**config.mk**
```make
export PLATFORM = sky130hd
export DESIGN_NAME = icache_dm_flat
export DESIGN_NICKNAME = d
export VERILOG_FILES = /design/src/rtl/icache_if.sv /design/src/rtl/icache_dm.sv /design/src/flat_wrapper.sv
export SDC_FILE = /design/constraint.sdc
export NUM_CORES = 1
export LEC_CHECK = 0
export CAP_MARGIN = 20
export CORE_AREA = 2 2 263 265
export DETAILED_ROUTE_END_ITERATION = 12
export DIE_AREA = 0 0 265 267
export DONT_BUFFER_PORTS = 1
export PLACE_DENSITY = 0.81
export SLEW_MARGIN = 20
export SYNTH_ARGS = -nofsm -noshare
export SYNTH_HDL_FRONTEND = slang
export SYNTH_SLANG_ARGS = --single-unit
export TNS_END_PERCENT = 10
```
**constraint.sdc**
```tcl
create_clock -name CLK -period 15.9 [get_ports CLK]
set_input_delay 1.59 -clock CLK [delete_from_list [all_inputs] [get_ports CLK]]
set_output_delay 1.59 -clock CLK [all_outputs]
set_load 0.02 [all_outputs]
```
**src/rtl/icache_if.sv**
```systemverilog
// icache_if: datapath-side and memory-side signals of the instruction cache
interface icache_if;
    logic        imemREN;
    logic [31:0] imemaddr;
    logic        ihit;
    logic [31:0] imemload;
    logic        iREN;
    logic [31:0] iaddr;
    logic        iwait;
    logic [31:0] iload;
    modport master(output imemREN, imemaddr, iwait, iload, input ihit, imemload, iREN, iaddr);
    modport slave(input imemREN, imemaddr, iwait, iload, output ihit, imemload, iREN, iaddr);
endinterface

```
**src/rtl/icache_dm.sv**
```systemverilog
// icache_dm: direct-mapped one-word-frame instruction cache with zero-latency hits
module icache_dm #(
    parameter int NFRAMES = 16
) (
    input  logic        CLK,
    input  logic        RST,
    icache_if.slave     bus,
    output logic [31:0] hit_count,
    output logic [31:0] miss_count
);
    localparam int IW = $clog2(NFRAMES);
    localparam int TW = 30 - IW;
    typedef enum logic {IDLE, FILL} state_t;
    state_t             state;
    logic [NFRAMES-1:0] valid;
    logic [TW-1:0]      tags [NFRAMES];
    logic [31:0]        data [NFRAMES];
    logic [31:0]        miss_addr;
    logic [IW-1:0]      idx, midx;
    logic [TW-1:0]      tag;
    logic               fill, hit_i, byp, miss, unused;
    assign idx    = bus.imemaddr[IW+1:2];
    assign tag    = bus.imemaddr[31:IW+2];
    assign midx   = miss_addr[IW+1:2];
    assign unused = ^bus.imemaddr[1:0];
    assign fill   = state == FILL;
    assign hit_i  = !fill && bus.imemREN && valid[idx] && tags[idx] == tag;
    // Fill completion forwards iload straight to the datapath when it still wants that word
    assign byp    = fill && !bus.iwait && bus.imemREN && bus.imemaddr[31:2] == miss_addr[31:2];
    assign miss   = !fill && bus.imemREN && !hit_i;
    assign bus.ihit     = !RST && (hit_i || byp);
    assign bus.imemload = !bus.ihit ? '0 : byp ? bus.iload : data[idx];
    assign bus.iREN     = !RST && fill;
    assign bus.iaddr    = bus.iREN ? miss_addr : '0;
    always_ff @(posedge CLK) begin
        if (RST) begin
            state      <= IDLE;
            miss_addr  <= '0;
            valid      <= '0;
            hit_count  <= '0;
            miss_count <= '0;
        end else begin
            if (bus.ihit) hit_count <= hit_count + 32'(hit_count != '1);
            if (miss) begin
                state      <= FILL;
                miss_addr  <= {bus.imemaddr[31:2], 2'b00};
                miss_count <= miss_count + 32'(miss_count != '1);
            end
            if (fill && !bus.iwait) begin
                valid[midx] <= 1'b1;
                tags[midx]  <= miss_addr[31:IW+2];
                data[midx]  <= bus.iload;
                state       <= IDLE;
            end
        end
    end
endmodule

```
**src/flat_wrapper.sv**
```systemverilog
// flat-port wrapper written by rule: the top's interface ports become plain ports
module icache_dm_flat 
#(
    parameter int NFRAMES = 16
)
  (CLK, RST, hit_count, miss_count, bus_imemREN, bus_imemaddr, bus_iwait, bus_iload, bus_ihit, bus_imemload, bus_iREN, bus_iaddr);
  icache_if bus_i ();
  input  logic CLK;
  input  logic RST;
  output logic [31:0] hit_count;
  output logic [31:0] miss_count;
  input wire logic [$bits(bus_i.imemREN)-1:0] bus_imemREN;
  input wire logic [$bits(bus_i.imemaddr)-1:0] bus_imemaddr;
  input wire logic [$bits(bus_i.iwait)-1:0] bus_iwait;
  input wire logic [$bits(bus_i.iload)-1:0] bus_iload;
  output wire logic [$bits(bus_i.ihit)-1:0] bus_ihit;
  output wire logic [$bits(bus_i.imemload)-1:0] bus_imemload;
  output wire logic [$bits(bus_i.iREN)-1:0] bus_iREN;
  output wire logic [$bits(bus_i.iaddr)-1:0] bus_iaddr;
  assign bus_i.imemREN = bus_imemREN;
  assign bus_i.imemaddr = bus_imemaddr;
  assign bus_i.iwait = bus_iwait;
  assign bus_i.iload = bus_iload;
  assign bus_ihit = bus_i.ihit;
  assign bus_imemload = bus_i.imemload;
  assign bus_iREN = bus_i.iREN;
  assign bus_iaddr = bus_i.iaddr;
  icache_dm #(.NFRAMES(NFRAMES)) u_core (.CLK(CLK), .RST(RST), .bus(bus_i), .hit_count(hit_count), .miss_count(miss_count));
endmodule
```
Yosys cells after proc, flatten, opt, wreduce, memory -nomap -nowiden
Memories as Yosys holds them, arrays and structs flattened.
Cells that the tools add are included.
{"block": "totals", "ff_bits": 111, "ram_bits": 928, "in_bits": 68, "word_cells": 43, "n_memories": 2, "output_inout_bits": 130}
{"memory": "u_core.data", "words": 16, "width": 32, "rd": 1, "rd_clocked_by_memory_dff": 0, "write_ports": 1, "line": "icache_dm.sv:17", "text": "logic [31:0] data [NFRAMES];"}
{"memory": "u_core.tags", "words": 16, "width": 26, "rd": 1, "rd_clocked_by_memory_dff": 0, "write_ports": 1, "line": "icache_dm.sv:16", "text": "logic [TW-1:0] tags [NFRAMES];"}
{"block": "classes", "add_sub_neg": 2, "eq_ne": 4, "bitwise_logic": 1, "muxes": 10, "n_reduce_logical": 16, "magnitude_cmp": 3}
{"op": "2-to-1 mux 32 bit", "count": 3}
{"op": "adder 32 x 1 -> 32 bit", "count": 2}
{"op": "!= test 32 bit (second input constant)", "count": 2}
{"op": "== test 30 bit", "count": 1}
{"op": "== test 26 bit", "count": 1}
{"op": "OR 16 bit", "count": 1}
{"op": "logical AND 1 bit", "count": 10}
{"op": "< comparator 4 x 5 -> 1 bit (second input constant)", "count": 2}
{"op": "2-to-1 mux 1 bit", "count": 5}
{"op": "binary-select mux 1 bit (select 4 bit)", "count": 1}
{"op": "demux 1 bit (select 4 bit)", "count": 1}
{"op": "greater-or-equal comparator 4 x 1 -> 1 bit (second input constant)", "count": 1}
{"op": "logical NOT 1 bit", "count": 4}
{"op": "OR reduction 2 bit", "count": 1}
{"op": "logical OR 1 bit", "count": 1}

Longest topological paths before layout
Gate-level depths: netlist of run 1.
{"block": "logic_depth", "word_depth": 7, "mapped_depth": 17, "mapped_depth_nobuf": 13}

Worst setup path after synthesis of run 1
OpenSTA, ideal clock, no wires.
{"block": "synth_path", "kind": "input to register", "start": "input port RST", "end": "memory u_core.data[7][0], enable pin", "path_buffers": 1, "path_slack_ps": 8764, "stages": 6, "arrival_time_ps": 6576, "required_time_ps": 15340, "setup_time_ps": 560, "path_cell_list": "clkbuf_1 > inv_1 > nand2_1 > nor2_1 > nand3_1 > nor3b_1"}
{"block": "synth_via", "elab_chain_len": 2}
{"item": "start, declared", "line": "flat_wrapper.sv:9", "text": "input logic RST;"}
{"item": "2-to-1 mux 1 bit", "line": "icache_dm.sv:36", "text": "if (RST) begin"}
{"item": "2-to-1 mux 1 bit (implied by the code)", "line": "icache_dm.sv:52", "text": "data[midx] <= bus.iload;"}
{"item": "end, declared", "line": "icache_dm.sv:17"}
No other way between the ends.

Final worst setup path of run 1
{"block": "layout_path", "start": "input port bus_imemaddr[2]", "end": "output port bus_imemload[10]"}
{"block": "layout_via", "elab_chain_len": 7, "word_cells_on_any_way": 13, "cone_classes": "eq/ne: 2; mux: 4; reduce/logical: 5; memory: 2"}
{"item": "start, declared", "line": "flat_wrapper.sv:13", "text": "input wire logic [$bits(bus_i.imemaddr)-1:0] bus_imemaddr;"}
{"item": "parallel branches: the longest is 6 deep, another holds memory read (16 x 26 bit)"}
{"item": "2-to-1 mux 32 bit *", "line": "icache_dm.sv:32", "text": "assign bus.imemload = !bus.ihit ? '0 : byp ? bus.iload : data[idx];"}
{"item": "end, declared", "line": "flat_wrapper.sv:17", "text": "output wire logic [$bits(bus_i.imemload)-1:0] bus_imemload;"}
Every way passes the cells marked *. The select of a mux whose other input is x is not followed.

==> results.cfg, run 1 <==
[run_status]
status = completed

[global_route]
met1_usage = 0.4109
antenna_found_initial = 0
grt_overflow_total = 0
use_met3 = 0.05526
grt_use_met2 = 0.4977
grt_pass1_vias = 23566
grt_max_degree = 192
grt.busiest_layer = met2
grt_first_pass_wirelength_mm = 154.5
grtUsageTotal = 0.2999

[power_and_ir_drop]
combPwrFrac = 0.033
switchingPower_mw = 1.164
pwr-share-seq = 0.534
p_leak_nw = 14.75
ir_drop_v = 0.0001289
p_int_mw = 4.475
swShare = 0.2064
pwr-share-clk = 0.433
powerDensity_nw_per_um2 = 121.1

[logic_synthesis]
ys_seq_area_frac = 0.7095
ys_types = 71
ys_ff_latch = 1039
synth-edff-count = 928
syn_area_per_cell_sq_um = 17.66
yosys-top-cells-count = edfxtp_1 (928), mux4_2 (228), nand2_1 (124)
syn_area_sq_um = 42410
yosysMostFrequentCell = edfxtp_1
synth_top_area_frac = 0.6571
ys.flop_type = edfxtp_1
synth_largest_area_cell = edfxtp_1
synthArstFlopShare = 0
synthCells = 2401
yosysWarnings = 0
synthTopCellsByArea = edfxtp_1 (66%), mux4_2 (12%), dfxtp_1 (5.2%)

[floorplanning]
die-area_sq_um = 70760
fp-row-count = 96
fp.dieH_um = 267
boundaryPins = 198
core-area_sq_um = 67990
die_x_um = 265
start_util = 0.6238

[final_layout]
multi_input_area_sq_um = 11610
num_antenna_cells = 0
nets = 2455
drive_gt1_frac = 0.1951
fill_cells = 4145
regArea_sq_um = 30090
final_util = 0.6851
area_growth_pct = 9.837

[cts]
post_cts_resized = 0
ctsHtreeMaxLevel = 3
clk_latency_ns = 0.67
clkTransAtPathRegs_ns = 0.06
post_cts_buffers = 0
cts.sinks = 1039
clockBufferDepth = 3
cts-root-buf = clkbuf_16
cts_made_buffers = 101
hold_buffers = 0
cts_tree = done

[sta]
slew_viol_final = 0
fin_crit_sh = 0.4377
slew_headroom = 0.2238
hold_viol = 0
whs_ns = 0.4591
rsz0062_at_grt = no
fin_crit_ns = 6.959
setup-tns-final_ns = 0
worst_slew_pin_slew_ns = 1.164
setup_viol = 0
fin_skew_ns = 0.03476
max_freq_ghz = 0.1437

[worst_setup_path]
worstPathArrival_ns = 5.37
crit_required_ns = 14.31
start_kind = input port
endpoint_kind = output pin
crit_type = in -> out
rrSetupSlack_ns = 11.35
crit_fanout = 187

[place]
hpwl_mm = 54.22
place.gp.congestion = 0.9303
port_buffers = 0

[detailed_routing]
num_vias = 23677
drtIter0Drc = 3428
dr.pass1.iters = 8
wire_per_inst_um = 31.52
wirelength_mm = 105.7
routed_via_density = 7.061
final_antenna_net_count = 0
route.detailed.drc = 0

[hold_path]
worstHoldPathType = reg -> reg

[flow_run]
max_cap_violations = 0
cell usage in the layout, fill, tap and decap left out, types with 34 or more instances in the layout:
cell       count
nand3_1       78
edfxtp_1     928
or4_1         42
o31ai_1       34
clkbuf_16    103
mux4_2       228
nand2_1      124
dfxtp_1      111
a21oi_1      100
and2_1        40
buf_4         38
mux2i_1       86
o21ai_0       42
logic make-up (layout without fill, tap and decap cells):
| family | count (synthesis) | after routing | share of synthesized area |
|---|---|---|---|
| other | 1 | 2 | 0.00008843 |
| AOI/OAI and AO/OA | 310 | 310 | 0.04883 |
| adders and majority gates | 4 | 4 | 0.001180 |
| buffers and inverters | 176 | 245 | 0.01997 |
| xor gates and xnor gates | 55 | 55 | 0.01136 |
| muxes | 332 | 332 | 0.1466 |
| DFF | 1039 | 1039 | 0.7095 |
| and+or+nand+nor | 484 | 484 | 0.06246 |
routing by layer:
metal | share of wire | wire [um]
met5 | 0 | 0
met4 | 0.030 | 3222
met3 | 0.092 | 9683
met2 | 0.50 | 52960
met1 | 0.38 | 39830
worst paths after layout:
check,from,to,cells after the start
setup reg to reg,u_core.miss_addr[9],u_core.hit_count[7],10
setup / recovery,bus_imemaddr[2],bus_imemload[10],10
hold reg to reg,u_core.valid[14],u_core.valid[14],1
hold / removal,u_core.valid[14],u_core.valid[14],1
metrics by stage:
stage | total power [mW] | instances | instance area [sq um] | worst slack, ns
6_report | 5.639 | 3353 | 46580 | 8.941
5_1_grt | 5.762 | 3353 | 46580 | 8.919
4_1_cts | 5.654 | 3352 | 46550 | 9.161
3_5_place_dp | 3.252 | 3161 | 43130 | 9.231
3_3_place_gp | 3.244 | 3161 | 43130 | 9.272
2_1_floorplan | 3.238 | 2402 | 42410 | 8.764
cell type report:
type / instances / share of cell area
Sequential cell: 1039 / 0.6460
Timing Repair Buffer: 39 / 0.006715
Clock buffer: 124 / 0.05770
Tap cell: 882 / 0.02369
Inverter: 15 / 0.001209
Multi-Input combinational cell: 1187 / 0.2492
Clock inverter: 67 / 0.01555
registers in the layout, indices dropped and copies added, names as in the netlist:
name and count:
u_core.data 512, u_core.tags 416, u_core.hit_count 32, u_core.miss_count 32, u_core.miss_addr 30, u_core.valid 16, u_core.fill 1
power groups by stage:
stage	clock network (mW)	registers [mW]	logic (mW)
floorplan	0	3.06	0.183
global placement	0	3.06	0.179
detailed placement	0	3.07	0.183
CTS	2.46	3.01	0.187
global route	2.55	3.01	0.198
finish	2.44	3.01	0.188
worst max-delay path: stages:
cell	delay [ns]
mux4_2	0.60
a22o_1	0.26
a221oi_1	0.41
xor2_1	0.22
nand2_1	0.07
nor4_1	0.59
and4_1	0.48
o21ai_4	0.07
buf_4	0.26
a21oi_1	0.49
Power figures use the tool's default switching activity.
==> inputs of run 2 (changes only) <==
--- a/config.mk
+++ b/config.mk
@@ -6,11 +6,11 @@
 export NUM_CORES = 1
 export LEC_CHECK = 0
 export CAP_MARGIN = 20
-export CORE_AREA = 2 2 263 265
+export CORE_AREA = 2 2 276 278
 export DETAILED_ROUTE_END_ITERATION = 12
-export DIE_AREA = 0 0 265 267
+export DIE_AREA = 0 0 278 280
 export DONT_BUFFER_PORTS = 1
-export PLACE_DENSITY = 0.81
+export PLACE_DENSITY = 0.78
 export SLEW_MARGIN = 20
 export SYNTH_ARGS = -nofsm -noshare
 export SYNTH_HDL_FRONTEND = slang
==> constraint.sdc (replaced) <==
create_clock -name CLK -period 6.3 [get_ports CLK]
set_input_delay 0.63 -clock CLK [delete_from_list [all_inputs] [get_ports CLK]]
set_output_delay 0.63 -clock CLK [all_outputs]
set_load 0.02 [all_outputs]
==> results.cfg, run 2 (same netlist as run 1, synthesis figures left out) <==
[cts]
cts_tree = done
post_cts_buffers = 0
cts.sinks = 1039
post_cts_resized = 0
hold_buffers = 22
clkTransAtPathRegs_ns = 0.06
cts-root-buf = clkbuf_16
clockBufferDepth = 3
cts_made_buffers = 101
clk_latency_ns = 0.69
ctsHtreeMaxLevel = 3

[final_layout]
largest_registers = u_core.data (512), u_core.tags (416)
final_util = 0.6256
top_register = u_core.data
fin_area_sq_um = 47040
instances_no_fill = 3479
num_antenna_cells = 0
largest_reg_flops = 512
nets = 2490
final_common_cell = edfxtp_1
area_growth_pct = 10.91
final_cell_mix = edfxtp_1 (928), mux4_2 (228), nand2_1 (124), dfxtp_1 (111), clkbuf_16 (101)
drive_gt1_frac = 0.1943
fill_cells = 5014

[sta]
fin_skew_ns = 0.02680
slew_headroom = 0.2412
hold_viol = 0
max_freq_ghz = 0.1791
setup_viol = 0
worst_slew_pin_slew_ns = 1.132
fin_crit_sh = 0.8863
setup-tns-final_ns = 0
rsz0062_at_grt = no
fin_crit_ns = 5.584
slew_viol_final = 0

[worst_setup_path]
worstPathArrival_ns = 4.95
crit_type = in -> out
timing.rr.end = u_core.hit_count[9]
cp_slowest_stage_delay_ns = 0.66
start_kind = input port
reg2reg_depth = 12
crit_fanout = 187
endpoint_kind = output pin
slowest_stage = nor2b_1
reg2reg_from = u_core.miss_addr[12]
worstPathCellList = nor2b_1 > buf_4 > a22oi_1 > and3b_1 > o21ai_0 > o21ai_0 > nor4_1 > and4_1 > o21ai_4 > buf_4 > a21oi_1
crit_required_ns = 5.67
rrSetupSlack_ns = 1.57

[place]
placed_cell_area_sq_um = 43370
place.gp.congestion = 0.9246
hpwl_mm = 55.68
post-place-cells = 3269
port_buffers = 0

[detailed_routing]
wl_met1_mm = 40.58
met2_length_mm = 51.71
wirelength_mm = 105.1
top_layer = met4
dr.pass1.iters = 6
route.detailed.drc = 0
num_vias = 23652
drtIter0Drc = 2846
final_antenna_net_count = 0
met3_length_mm = 9.556
wire_per_inst_um = 30.22
routed_via_density = 6.799

[global_route]
grtUsageTotal = 0.2701
grt_first_pass_wirelength_mm = 154.1
antenna_found_initial = 1
grt_pass1_vias = 23620
grt_overflow_total = 0
grt_max_degree = 192

[power_and_ir_drop]
power.total_mw = 14.27
p_leak_nw = 14.91
powerDensity_nw_per_um2 = 303.5
ir_drop_v = 0.0003280

[floorplanning]
fp-row-count = 101
die_x_um = 278
start_util = 0.5640
boundaryPins = 198
core-area_sq_um = 75190
fp.dieH_um = 280
die-area_sq_um = 77840

[hold_path]
min_from = RST
holdPathStages = 1
worstHoldPathType = in -> reg
holdPathEnd = u_core.miss_count[6]

[flow_run]
max_cap_violations = 0

[run_status]
status = completed
## run 2: cell types whose count changed in the layout (fill, tap and decap cells not counted), sizes merged
cell,before,now
buf,39,52
bufinv,11,13
clkbuf,124,123
clkinv,49,45
clkinvlp,5,2
dlygate4sd3,0,22
inv,17,18
## run 2: metrics by stage
stage,hold WS [ns],setup slack [ns]
3_5_place_dp,0.4392,1.410
6_report,0.03172,0.7161
3_3_place_gp,0.4273,1.393
4_1_cts,0.00007244,0.6919
5_1_grt,0.002684,0.4725
2_1_floorplan,0.4211,0.1239
## run 2: worst max path at each step
stage                          from                end  cells after the start
4_1_cts        u_core.miss_addr[12]   bus_imemload[24]                     10
6_report            bus_imemaddr[2]   bus_imemload[24]                     11
3_3_place_gp        bus_imemaddr[2]   bus_imemload[24]                     11
5_1_grt        u_core.miss_addr[12]   bus_imemload[23]                     10
2_1_floorplan                   RST  u_core.data[7][0]                      6
3_5_place_dp   u_core.miss_addr[12]   bus_imemload[24]                     10
## run 2: critical path: cells and delay by family
family,cells,cell delay [ns]
AO/OA/AOI/OAI,5,1.37
buffers and inverters,2,0.54
AND/OR/NAND/NOR,4,1.91
## run 2: area by class of cell
cell class	count	area, sq um	share of cell area
Sequential cell	1039	30090	0.6397
Tap cell	978	1224	0.02602
Multi-Input combinational cell	1187	11600	0.2466
Timing Repair Buffer	74	668.1	0.01420
Clock buffer	123	2610	0.05549
Inverter	15	57.56	0.001224
Clock inverter	63	788.3	0.01676
## run 2: power by group
| group | total [mW] | internal (mW) | switching, mW |
|---|---|---|---|
| Clock | 6.17 | 3.52 | 2.65 |
| Combinational | 0.502 | 0.260 | 0.242 |
| Sequential | 7.60 | 7.53 | 0.0672 |
## run 2: routing by layer
metal	GRT usage	vias to the layer above
met1	0.3752	12264
met5	0	-
met4	0.08732	0
met3	0.04505	236
met2	0.4425	1349
li1	-	9803
